## src/rtl/seg7_pkg.sv

```systemverilog
// Shared seven-segment definitions: segment bit order and active-low glyph table.
package seg7_pkg;

    localparam int unsigned SEG_A = 0;
    localparam int unsigned SEG_B = 1;
    localparam int unsigned SEG_C = 2;
    localparam int unsigned SEG_D = 3;
    localparam int unsigned SEG_E = 4;
    localparam int unsigned SEG_F = 5;
    localparam int unsigned SEG_G = 6;

    // Bit 6..0 = g,f,e,d,c,b,a; a 0 lights the segment.
    localparam logic [6:0] GLYPH_0    = 7'b1000000;
    localparam logic [6:0] GLYPH_1    = 7'b1111001;
    localparam logic [6:0] GLYPH_2    = 7'b0100100;
    localparam logic [6:0] GLYPH_3    = 7'b0110000;
    localparam logic [6:0] GLYPH_4    = 7'b0011001;
    localparam logic [6:0] GLYPH_5    = 7'b0010010;
    localparam logic [6:0] GLYPH_6    = 7'b0000010;
    localparam logic [6:0] GLYPH_7    = 7'b1111000;
    localparam logic [6:0] GLYPH_8    = 7'b0000000;
    localparam logic [6:0] GLYPH_9    = 7'b0010000;
    localparam logic [6:0] GLYPH_A    = 7'b0001000;
    localparam logic [6:0] GLYPH_B    = 7'b0000011;
    localparam logic [6:0] GLYPH_C    = 7'b1000110;
    localparam logic [6:0] GLYPH_D    = 7'b0100001;
    localparam logic [6:0] GLYPH_E    = 7'b0000110;
    localparam logic [6:0] GLYPH_F    = 7'b0001110;
    localparam logic [6:0] GLYPH_DARK = 7'b1111111;

    localparam logic [6:0] GLYPHS [16] = '{
        GLYPH_0, GLYPH_1, GLYPH_2, GLYPH_3, GLYPH_4, GLYPH_5, GLYPH_6, GLYPH_7,
        GLYPH_8, GLYPH_9, GLYPH_A, GLYPH_B, GLYPH_C, GLYPH_D, GLYPH_E, GLYPH_F
    };

endpackage

```

## src/rtl/seg7_hex_decode.sv

```systemverilog
// Nibble to active-low glyph; decimal mode shows 10-15 dark.
module seg7_hex_decode
    import seg7_pkg::*;
(
    input  logic [3:0] nibble,
    input  logic       hex_mode,
    input  logic       dark,
    output logic [6:0] glyph
);

    always_comb begin
        glyph = GLYPH_DARK;
        if (!dark && (hex_mode || nibble <= 4'd9))
            glyph = GLYPHS[nibble];
    end

endmodule

```

## src/rtl/seg7_scan_driver.sv

```systemverilog
// Multiplexed seven-segment scan driver with frame-aligned double-buffered settings.
module seg7_scan_driver
    import seg7_pkg::*;
#(
    parameter int unsigned DIGITS     = 4,
    parameter int unsigned SCAN_DIV   = 50000,
    parameter bit          ACTIVE_LOW = 1'b1
) (
    input  logic                  clock,
    input  logic                  resetn,
    input  logic                  load,
    input  logic [4*DIGITS-1:0]   value,
    input  logic [DIGITS-1:0]     blank_mask,
    input  logic                  lz_suppress,
    input  logic                  hex_mode,
    output logic [6:0]            seg,
    output logic [DIGITS-1:0]     an,
    output logic                  pending,
    output logic                  frame_done
);

    localparam int unsigned PW = (SCAN_DIV > 1) ? $clog2(SCAN_DIV) : 1;
    localparam int unsigned IW = (DIGITS > 1) ? $clog2(DIGITS) : 1;
    localparam logic [PW-1:0] PRE_LAST = PW'(SCAN_DIV - 1);
    localparam logic [IW-1:0] IDX_LAST = IW'(DIGITS - 1);

    logic [PW-1:0]         pre;
    logic [IW-1:0]         idx;
    logic [4*DIGITS-1:0]   act_value, pnd_value, src_value, eff_value;
    logic [DIGITS-1:0]     act_blank, pnd_blank, src_blank, eff_blank;
    logic                  act_lz, pnd_lz, src_lz, eff_lz;
    logic                  act_hex, pnd_hex, src_hex, eff_hex;

    logic                  tick, boundary, commit;
    logic [IW-1:0]         nidx;
    logic                  upper_zero, dark;
    logic [3:0]            nibble;
    logic [6:0]            glyph;
    logic [DIGITS-1:0]     an_sel;

    assign tick     = (pre == PRE_LAST);
    assign boundary = tick && (idx == IDX_LAST);
    assign commit   = boundary && (load || pending);
    assign nidx     = (idx == IDX_LAST) ? '0 : idx + 1'b1;

    always_comb begin
        src_value = act_value;
        src_blank = act_blank;
        src_lz    = act_lz;
        src_hex   = act_hex;
        if (load) begin
            src_value = value;
            src_blank = blank_mask;
            src_lz    = lz_suppress;
            src_hex   = hex_mode;
        end else if (pending) begin
            src_value = pnd_value;
            src_blank = pnd_blank;
            src_lz    = pnd_lz;
            src_hex   = pnd_hex;
        end
    end

    // Digit 0 is registered on the same edge that commits, so decode from the incoming settings.
    always_comb begin
        eff_value = commit ? src_value : act_value;
        eff_blank = commit ? src_blank : act_blank;
        eff_lz    = commit ? src_lz    : act_lz;
        eff_hex   = commit ? src_hex   : act_hex;
    end

    always_comb begin
        nibble     = eff_value[4*32'(nidx) +: 4];
        upper_zero = 1'b1;
        for (int unsigned i = 0; i < DIGITS; i++) begin
            if (i >= 32'(nidx) && eff_value[4*i +: 4] != 4'h0)
                upper_zero = 1'b0;
        end
        dark = eff_blank[nidx] || (eff_lz && (nidx != '0) && upper_zero);
        an_sel = '0;
        an_sel[nidx] = 1'b1;
    end

    seg7_hex_decode u_decode (
        .nibble   (nibble),
        .hex_mode (eff_hex),
        .dark     (dark),
        .glyph    (glyph)
    );

    always_ff @(posedge clock) begin
        if (!resetn) begin
            pre        <= '0;
            idx        <= IDX_LAST;
            act_value  <= '0;
            act_blank  <= '0;
            act_lz     <= 1'b0;
            act_hex    <= 1'b0;
            pnd_value  <= '0;
            pnd_blank  <= '0;
            pnd_lz     <= 1'b0;
            pnd_hex    <= 1'b0;
            pending    <= 1'b0;
            frame_done <= 1'b0;
            seg        <= {7{ACTIVE_LOW}};
            an         <= {DIGITS{ACTIVE_LOW}};
        end else begin
            pre        <= tick ? '0 : pre + 1'b1;
            frame_done <= boundary;
            if (tick) begin
                idx <= nidx;
                seg <= glyph ^ {7{~ACTIVE_LOW}};
                an  <= ~an_sel ^ {DIGITS{~ACTIVE_LOW}};
            end
            if (commit) begin
                act_value <= src_value;
                act_blank <= src_blank;
                act_lz    <= src_lz;
                act_hex   <= src_hex;
            end
            if (load) begin
                pnd_value <= value;
                pnd_blank <= blank_mask;
                pnd_lz    <= lz_suppress;
                pnd_hex   <= hex_mode;
            end
            if (boundary)
                pending <= 1'b0;
            else if (load)
                pending <= 1'b1;
        end
    end

endmodule

```

## config.mk

```make
export PLATFORM = sky130hd
export DESIGN_NAME = seg7_scan_driver
export DESIGN_NICKNAME = d
export VERILOG_FILES = /design/src/rtl/seg7_pkg.sv /design/src/rtl/seg7_hex_decode.sv /design/src/rtl/seg7_scan_driver.sv
export SDC_FILE = /design/constraint.sdc
export NUM_CORES = 1
export LEC_CHECK = 0
export CAP_MARGIN = 10
export CORE_MARGIN = 10
export CORE_UTILIZATION = 55
export DETAILED_ROUTE_END_ITERATION = 16
export PLACE_DENSITY = 0.78
export SLEW_MARGIN = 20
export SYNTH_ARGS = -nofsm -noshare
export SYNTH_HDL_FRONTEND = slang
export SYNTH_HIERARCHICAL = 1
export SYNTH_SLANG_ARGS = --single-unit
```

## constraint.sdc

```tcl
create_clock -name clock -period 7 [get_ports clock]
set_input_delay 1.4 -clock clock [delete_from_list [all_inputs] [get_ports clock]]
set_output_delay 1.4 -clock clock [all_outputs]
set_load 0.01 [all_outputs]
```

After elaboration in Yosys (flattened, before gate mapping). Memory sizes are Yosys's and may differ from the RTL's. Cells that the tools add are included.

Flip-flop bits (word level): 75. Memory bits (read-only): 112. Input port bits: 25. Word-level logic and storage cells: 74. Memories kept: 1.

Memory list: (name not given) (words 16, width 7, read ports 1, clocked after Yosys merged registers in 0, write ports 0, line seg7_hex_decode.sv:14) `glyph = GLYPHS[nibble];`.

Add/subtract/negate cells: 2. Order comparisons: 7. Equal/unequal tests: 2. Shift-type cells: 1. Multiplexer cells: 24. Bitwise gates (word level): 3. Reduce and logical (&&, ||, !) cells: 20.

Operators with widths (number): 16-bit two-way mux (3); 7-bit two-way mux (3); 16-bit by 1-bit adder with 16-bit output, second input constant (1); 16-bit equality test, second input constant (1); 4-bit nonzero test (4); 16-bit by 5-bit variable part select with 4-bit output (1); 1-bit two-way mux (12); 4-bit two-way mux (3); 1-bit logical AND (9); 5-bit >= comparator, second input constant (1); 4-bit NOT with 5-bit output (1); 1-bit by 2-bit >= comparator with 1-bit output, first input constant (2); 4-bit <= comparator, second input constant (1); 4-bit NOT (1); 2-bit OR reduction (2); 1-bit logical OR (3); 2-bit by 3-bit less-than comparator with 1-bit output, second input constant (1); 2-bit by 1-bit adder with 2-bit output, second input constant (1); 1-bit binary-select mux with 2-bit select (1); 1-bit demux with 2-bit select (1); 2-bit equality test, second input constant (1); 2-bit by 1-bit >= comparator with 1-bit output, second input constant (1); 2-bit >= comparator, first input constant (1); 2-bit two-way mux (1); 3 further kinds (3).

Logic depth before layout (Yosys ltp). Gate-level depths: netlist of the first run.

Word-level depth: 15. Gate-level depth with buffers: 15.

Hierarchy. The synthesis of the first run kept the hierarchy.

By module, submodules not included: seg7_scan_driver (instances 1, cells an instance 350, area each 3156.8 µm²); seg7_hex_decode (instances 1, cells an instance 40, area each 347.8 µm²).

Worst setup path after synthesis of the first run. OpenSTA, ideal clock, no wires.

Kind: input -> register. Start point: input load. End point: register seg[0]. Library setup time: 0.137 ns. Arrival time: 3.751 ns. Required time: 6.863 ns. Path slack: 3.112 ns. Stages: 12. Cells stage by stage: buf_2 -> buf_1 -> mux2i_1 -> o21ai_1 -> mux4_2 -> inv_1 -> ha_1 -> o21bai_4 -> a31oi_4 -> o211ai_1 -> nand2_1 -> nand3_1.

RTL lines: start: declaration (line seg7_scan_driver.sv:11) `input logic load,`; 1-bit logical OR (line seg7_scan_driver.sv:43) `assign commit = boundary && (load || pending);`; 1-bit logical AND (line seg7_scan_driver.sv:43); 16-bit two-way mux *; 16-bit by 5-bit variable part select with 4-bit output * (line seg7_scan_driver.sv:73) `nibble = eff_value[4*32'(nidx) +: 4];`; net nibble[0] (line seg7_scan_driver.sv:37) `logic [3:0] nibble;`; 4-bit NOT with 5-bit output (not written as such) (line seg7_hex_decode.sv:14); memory 16 x 7 bit; 7-bit two-way mux (not written as such) (2 in a row) (line seg7_hex_decode.sv:14); 7-bit two-way mux * (line seg7_hex_decode.sv:13) `if (!dark && (hex_mode || nibble <= 4'd9))`; net glyph[0] (line seg7_scan_driver.sv:38) `logic [6:0] glyph;`; end signal: assignment (line seg7_scan_driver.sv:105) `seg <= {7{ACTIVE_LOW}};`; end signal: assignment (line seg7_scan_driver.sv:112) `seg <= glyph ^ {7{~ACTIVE_LOW}};`; end: declaration (line seg7_scan_driver.sv:16) `output logic [6:0] seg,`.

Mark *: on every way through the listed nets, which the timed path passes. The rest lies on a longest branch. The select of a mux whose other input is x is not followed. A chain may end at the register's enable or synchronous reset.

Final worst setup path of the first run.
Start point: input load. End point: register seg[6].

Same word-level chain as after synthesis.

==> results of run 1 <==
## cell type report
cell class                 instances  area (µm²)  share of cell area
clock buffer                      11         141              0.0349
tap                               77        96.3              0.0238
multi-input combinational        283        1850               0.457
timing repair buffer              39         380              0.0938
clock inverter                     3        40.0             0.00987
inverter                          11        41.3              0.0102
sequential                        75        1500               0.370
## sequential cells by signal (all words and copies together) (netlist names), 2 cells and up
signal	count
pre	16
idx	2
pnd_blank	4
pnd_value	16
act_value	16
act_blank	4
seg	7
an	4
## logic make-up after synthesis
| logic type | count (synthesis) | share of synthesized area |
|---|---|---|
| and+or+nand+nor | 172 | 0.238 |
| buffers and inverters | 32 | 0.0425 |
| muxes | 32 | 0.108 |
| DFF | 75 | 0.428 |
| xor gates and xnor gates | 11 | 0.0275 |
| adders and majority gates | 12 | 0.0428 |
| AOI/OAI and AO/OA | 56 | 0.113 |
## synthesized netlist by cell type, drive strengths merged (2+ instances only)
cell and n:
a21oi 15, a221oi 2, a22oi 2, a31oi 2, and2 9, and3 6, buf 8, clkbuf 13
dfxtp 75, ha 12, inv 11, mux2 3, mux2i 25, mux4 4, nand2 40, nand3 16
nand4 2, nor2 64, nor2b 4, nor3 8, nor3b 3, nor4 7, o211a 2, o211ai 7
o21a 2, o21ai 19, or3 6, xnor2 7, xor2 4
## power breakdown
part	leakage (nW)	switching (mW)	total [mW]	internal [mW]
sequential	0.610	0.00471	0.441	0.436
clock	0.0950	0.148	0.317	0.169
combinational	0.916	0.0232	0.0469	0.0237
## worst max-delay path by stage
| stage | from | to | cells past startpoint |
|---|---|---|---|
| after global routing | load | seg[2] | 12 |
| after global placement | load | seg[5] | 12 |
| after CTS | load | seg[6] | 12 |
| after detailed placement | load | seg[6] | 12 |
| final | load | seg[6] | 12 |
| after floorplan | load | seg[0] | 12 |
## layout by cell type (no fill, tap or decap), types with 4 or more instances in the layout
cell / netlist / layout
inv_1: 10 / 10
clkdlybuf4s50_1: 0 / 36
nor2_1: 64 / 64
clkbuf_8: 0 / 10
o21ai_0: 11 / 11
nor3_1: 8 / 8
dfxtp_1: 75 / 75
mux4_2: 4 / 4
and3_1: 6 / 6
o211ai_1: 5 / 5
xnor2_1: 7 / 7
ha_1: 12 / 12
nor4_1: 6 / 6
a21oi_1: 15 / 15
and2_1: 9 / 9
nand2_1: 40 / 40
nor2b_1: 4 / 4
or3_1: 6 / 6
nand3_1: 16 / 16
o21ai_1: 8 / 8
xor2_1: 4 / 4
mux2i_1: 25 / 25
## layer usage
layer  up-vias  wire (µm)  track usage
li1       1406          -            -
met1      1240       3270        0.179
met2        62       3120        0.222
met3        11        382       0.0412
met4         0        126       0.0717
met5         -          0            0
## worst max-delay path: stages
cell      delay (ns)
buf_2           0.10
buf_4           0.26
o211ai_4        0.80
o21ai_1         0.17
mux4_2          0.55
inv_1           0.15
ha_1            0.29
o21bai_4        0.10
a31oi_4         0.29
o211ai_1        0.13
nand2_1         0.08
nand3_1         0.07
==> summary.md, run 1 <==
| Metric | Value |
|---|---|
| Status | `complete, no violations` |
| Buffers on Ports | `37` |
| Drt pass-1 iters | `4` |
| Area grow syn2layout | `15.7%` |
| Total Routed Length | `6890 µm` |
| DP Worst Slack | `roughly 2.4 ns` |
| Core Rows | `29` |
| Worst hold-check path type | `register to register` |
| Synth Net Count | `about 430` |
| Cells on worst reg2reg path | `13` |
| Post-synthesis sequential area ratio | `0.428` |
| Placed inst area | `3870 µm²` |
| Skew-Pair Late Insertion Delay | `~0.35 ns` |
| Layout cells sized above 1 | `0.0829` |
| Fmax | `0.236 GHz` |
| Initial antenna violation count | `0` |
| Worst hold slack | `0.448 ns` |
| Setup Skew | `0.00733 ns` |
| Die W | `roughly 100 µm` |
| Bufs on Longest Clock Path | `2` |
| Slew Limit Fails | `0` |
| Vias | `2719` |
| Top_reg_cell synth | `dfxtp_1` |
| First DRT Iteration DRCs | `134` |
| Boundary pin count | `38` |
| Largest net degree at the start of global routing | `40` |
| Flip-flop and latch count after synthesis | `75` |
| Fill cell count | `553` |
| TritonCTS clock tree | `yes` |
| Maximum net fanout on the critical path | `39` |
| Power per cell area | `just under 200 nW/µm²` |
| Post-Place Cells | `485` |
| Hold Path Cell Cnt | `1` |
| Setup slack, reg-to-reg | `3.04 ns` |
| Synthesis Warnings | `6` |
| Synth Instances | `390` |
| Die height | `99.8 µm` |
| Synthesized area per cell | `8.99 µm²` |
| Root Buffer | `clkbuf_8` |
| Post-CTS Resized | `0` |
| Vias/cell | `~5.4` |
| Reg-to-reg endpoint | `seg[6]` |
| Endpoints failing hold | `0` |
| Starting Density | `0.558` |
| Number of max-cap violations | `0` |
| Hpwl dp | `slightly below 5000 µm` |
| GP Congestion | `0.826` |
| DRT antenna net count | `0` |
| Synth cell types | `52` |
| Tcrit/Tclk final | `0.606` |
| Residual DRC count | `0` |
| TNS Setup | `0 ns` |
| Core ar. | `6280 µm²` |
| Post-synth EDFFs | `0` |
| Worst Tran Pin Value | `0.953 ns` |
| Worst setup EP type | `register` |
| WP data required | `7.18 ns` |
| # hold bufs at CTS | `0` |
| Async SR Flop Fraction | `0` |
| Die ar. | `9970 µm²` |
| Congestion Overflow GR | `0` |
| Final instance area | `4060 µm²` |
| Final Power | `805 µW` |
| Reg-to-Reg Start | `pre[13]` |
| WS Path Type | `primary input to register` |
| Relative slew slack | `0.363` |
| Mapped Area | `about 3500 µm²` |
| Finished Core Util | `0.646` |
| Hold_sp | `pre[0]` |
| Inserted Diodes | `0` |
| Pleak | `roughly 1.6 nW` |
| Clk slew on worst S/H paths | `approximately 0.070 ns` |
| Post-CTS Setup Repair Bufs | `0` |
| Detailed-route wire length per cell | `13.8 µm` |
| Nets | `456` |
| Fin cells | `499` |
| TritonCTS Buffers | `9` |
| H-Tree Depth | `3` |
| Synth area leader | `dfxtp_1` |
| Tmin final | `4.24 ns` |
| Synth top area cells | `dfxtp_1, mux2i_1, nor2_1` |
| Worst Setup Start Kind | `primary input` |
| Gr usage total | `0.144` |
| Worst setup margin | `2.76 ns` |
| Wire length of the first global-routing pass | `11800 µm` |
| Max VDD drop | `0.144 mV` |
| RSZ-0062 raised after global routing | `no` |
| Worst Hold End | `pre[0]` |
| Sink Count | `75` |
| Count of final setup violators | `0` |
| Number of global-route vias before repair | `2601` |
| Arrival @ worst endpoint | `4.42 ns` |
| Post-synth top area share | `0.428` |
(Power assumes the default switching activity.)
==> run 2: changes to the inputs <==
Settings changed: CORE_UTILIZATION 55 to 51, PLACE_DENSITY 0.78 to 0.76.
Clock period 7 ns to 3.7 ns, I/O delays scaled along.
==> summary.md, run 2 (synthesized netlist as in run 1, its figures left out) <==
| Metric | Value |
|---|---|
| Finished Core Util | `0.621` |
| Root Buffer | `clkbuf_8` |
| Layout cells sized above 1 | `0.120` |
| Starting Density | `0.522` |
| Worst path slowest cell | `mux4_2` |
| DRT met1 WL | `approximately 3400 µm` |
| Boundary pin count | `38` |
| First DRT Iteration DRCs | `71` |
| Detailed-route wire length per cell | `between 10 and 15 µm` |
| Inserted Diodes | `0` |
| Setup slack, reg-to-reg | `between 0.2 and 0.25 ns` |
| Arrival @ worst endpoint | `3.67 ns` |
| Skew-Pair Late Insertion Delay | `0.35 ns` |
| Initial antenna violation count | `0` |
| Routed wl met2 | `3250 µm` |
| Drt pass-1 iters | `4` |
| TritonCTS clock tree | `yes` |
| Fmax | `0.289 GHz` |
| Core Rows | `30` |
| Area occupied by multi-input gates | `between 1500 and 2000 µm²` |
| Die W | `about 100 µm` |
| GP Congestion | `0.796` |
| WP data required | `3.91 ns` |
| Area grow syn2layout | `19.0%` |
| Buffers on Ports | `37` |
| Die height | `103 µm` |
| Status | `complete, no violations` |
| Crit-path cells | `or4bb_1 -> nor4_4 -> o211ai_4 -> buf_4 -> nand2_1 -> o21ai_1 -> mux4_2 -> inv_2 -> ha_1 -> o21bai_4 -> a31oi_4 -> o211ai_1 -> nand2_1 -> nand3_1` |
| Registers with the most flip-flops | `act_value x16, pnd_value x16, pre x16` |
| WS Path Type | `register to register` |
| Wire length of the first global-routing pass | `11800 µm` |
| Relative slew slack | `0.528` |
| Worst Tran Pin Value | `0.706 ns` |
| DRT antenna net count | `0` |
| Worst setup EP type | `register` |
| Pleak | `1.69 nW` |
| Residual DRC count | `0` |
| Sink Count | `75` |
| Slew Limit Fails | `0` |
| Fill cell count | `593` |
| Endpoints failing hold | `0` |
| Worst hold-check path type | `register to register` |
| CP most frequent cell | `nand2_1` |
| Placed inst area | `3930 µm²` |
| Number of global-route vias before repair | `2641` |
| TNS Setup | `0 ns` |
| Tmin final | `3.47 ns` |
| Number of max-cap violations | `0` |
| Slowest stage delay, CP | `0.57 ns` |
| Count of final setup violators | `0` |
| Bufs on Longest Clock Path | `2` |
| Largest net degree at the start of global routing | `37` |
| Met3 Wirelength | `350 µm` |
| Final instance area | `4170 µm²` |
| Setup Skew | `~0.0044 ns` |
| Clk slew on worst S/H paths | `0.07 ns` |
| CP bufs+invs | `2` |
| Die ar. | `around 11000 µm²` |
| Power per cell area | `approximately 370 nW/µm²` |
| Vias/cell | `5.32` |
| RSZ-0062 raised after global routing | `no` |
| Hpwl dp | `5210 µm` |
| Reg area | `1500 µm²` |
| Gr usage total | `0.140` |
| Worst Setup Start Kind | `register` |
| Tcrit/Tclk final | `0.937` |
| Max VDD drop | `0.284 mV` |
| Maximum net fanout on the critical path | `10` |
| Most frequent cells in the layout | `dfxtp_1, nor2_1, nand2_1` |
| Core ar. | `around 6700 µm²` |
| Most common cell after layout, fill and taps aside | `dfxtp_1` |
| Vias | `2736` |
| Nets | `467` |
| Congestion Overflow GR | `0` |
| TritonCTS Buffers | `9` |
| Max layer used | `met4` |
| Largest delay share family, worst path | `simple AND/OR/NAND/NOR gates` |
| H-Tree Depth | `3` |
| Total Routed Length | `7090 µm` |
==> run 2: timing repair <==
action | CTS | global route
endpoints found under the setup margin | 0 | 7
setup buffers | 0 | 4
hold buffers | 0 | 0
resized for setup | 0 | 5
==> run 2: cell type report <==
type | instances | share of cell area
inverters | 11 | 0.00990
clock inverters | 1 | 0.00120
well taps | 80 | 0.0240
clock buffers | 14 | 0.0462
repair buffers | 50 | 0.111
multi-input cells | 283 | 0.448
flip-flops and latches | 75 | 0.360
==> run 2: power by group <==
part	total (mW)	leakage [nW]	switching, mW	internal, mW
sequential	0.833	0.610	0.00836	0.825
combinational	0.0924	0.975	0.0455	0.0469
clock	0.612	0.105	0.281	0.331
total	1.54	1.69	0.335	1.20
==> run 2: worst register-to-register path: stages (launching register included) <==
cell      delay, ns
dfxtp_1        0.34
or4bb_1        0.56
nor4_4         0.33
o211ai_4       0.20
buf_4          0.21
nand2_1        0.06
o21ai_1        0.07
mux4_2         0.57
inv_2          0.14
ha_1           0.23
o21bai_4       0.08
a31oi_4        0.27
o211ai_1       0.13
nand2_1        0.07
nand3_1        0.07
==> run 2: stage by stage <==
stage	setup slack, ns	hold slack [ns]	std cells	power [mW]
finish	0.234	0.442	514	1.54
global placement	0.324	0.421	495	0.943
CTS	0.181	0.444	510	1.56
global route	0.0162	0.473	514	1.60
detailed placement	0.193	0.433	495	0.945
floorplan	0.471	0.413	390	0.901
==> run 2: final timing paths <==
| check | start | to | depth (start not counted) |
|---|---|---|---|
| worst max-delay path | pre[5] | seg[0] | 14 |
| worst min-delay path | pre[0] | pre[0] | 1 |
| worst max register to register | pre[5] | seg[0] | 14 |
| worst min register to register | pre[0] | pre[0] | 1 |
==> run 2: metal layers <==
metal / track usage / vias to the layer above
met5: 0 / -
met4: 0.0642 / 0
met3: 0.0409 / 10
met2: 0.222 / 55
met1: 0.172 / 1251
li1: - / 1420
==> run 3: changes to the inputs <==
Settings changed: SLEW_MARGIN 20 to 40.
==> results of run 3 <==
Same layout as run 2: the final DEF is identical, and so are final timing and power.
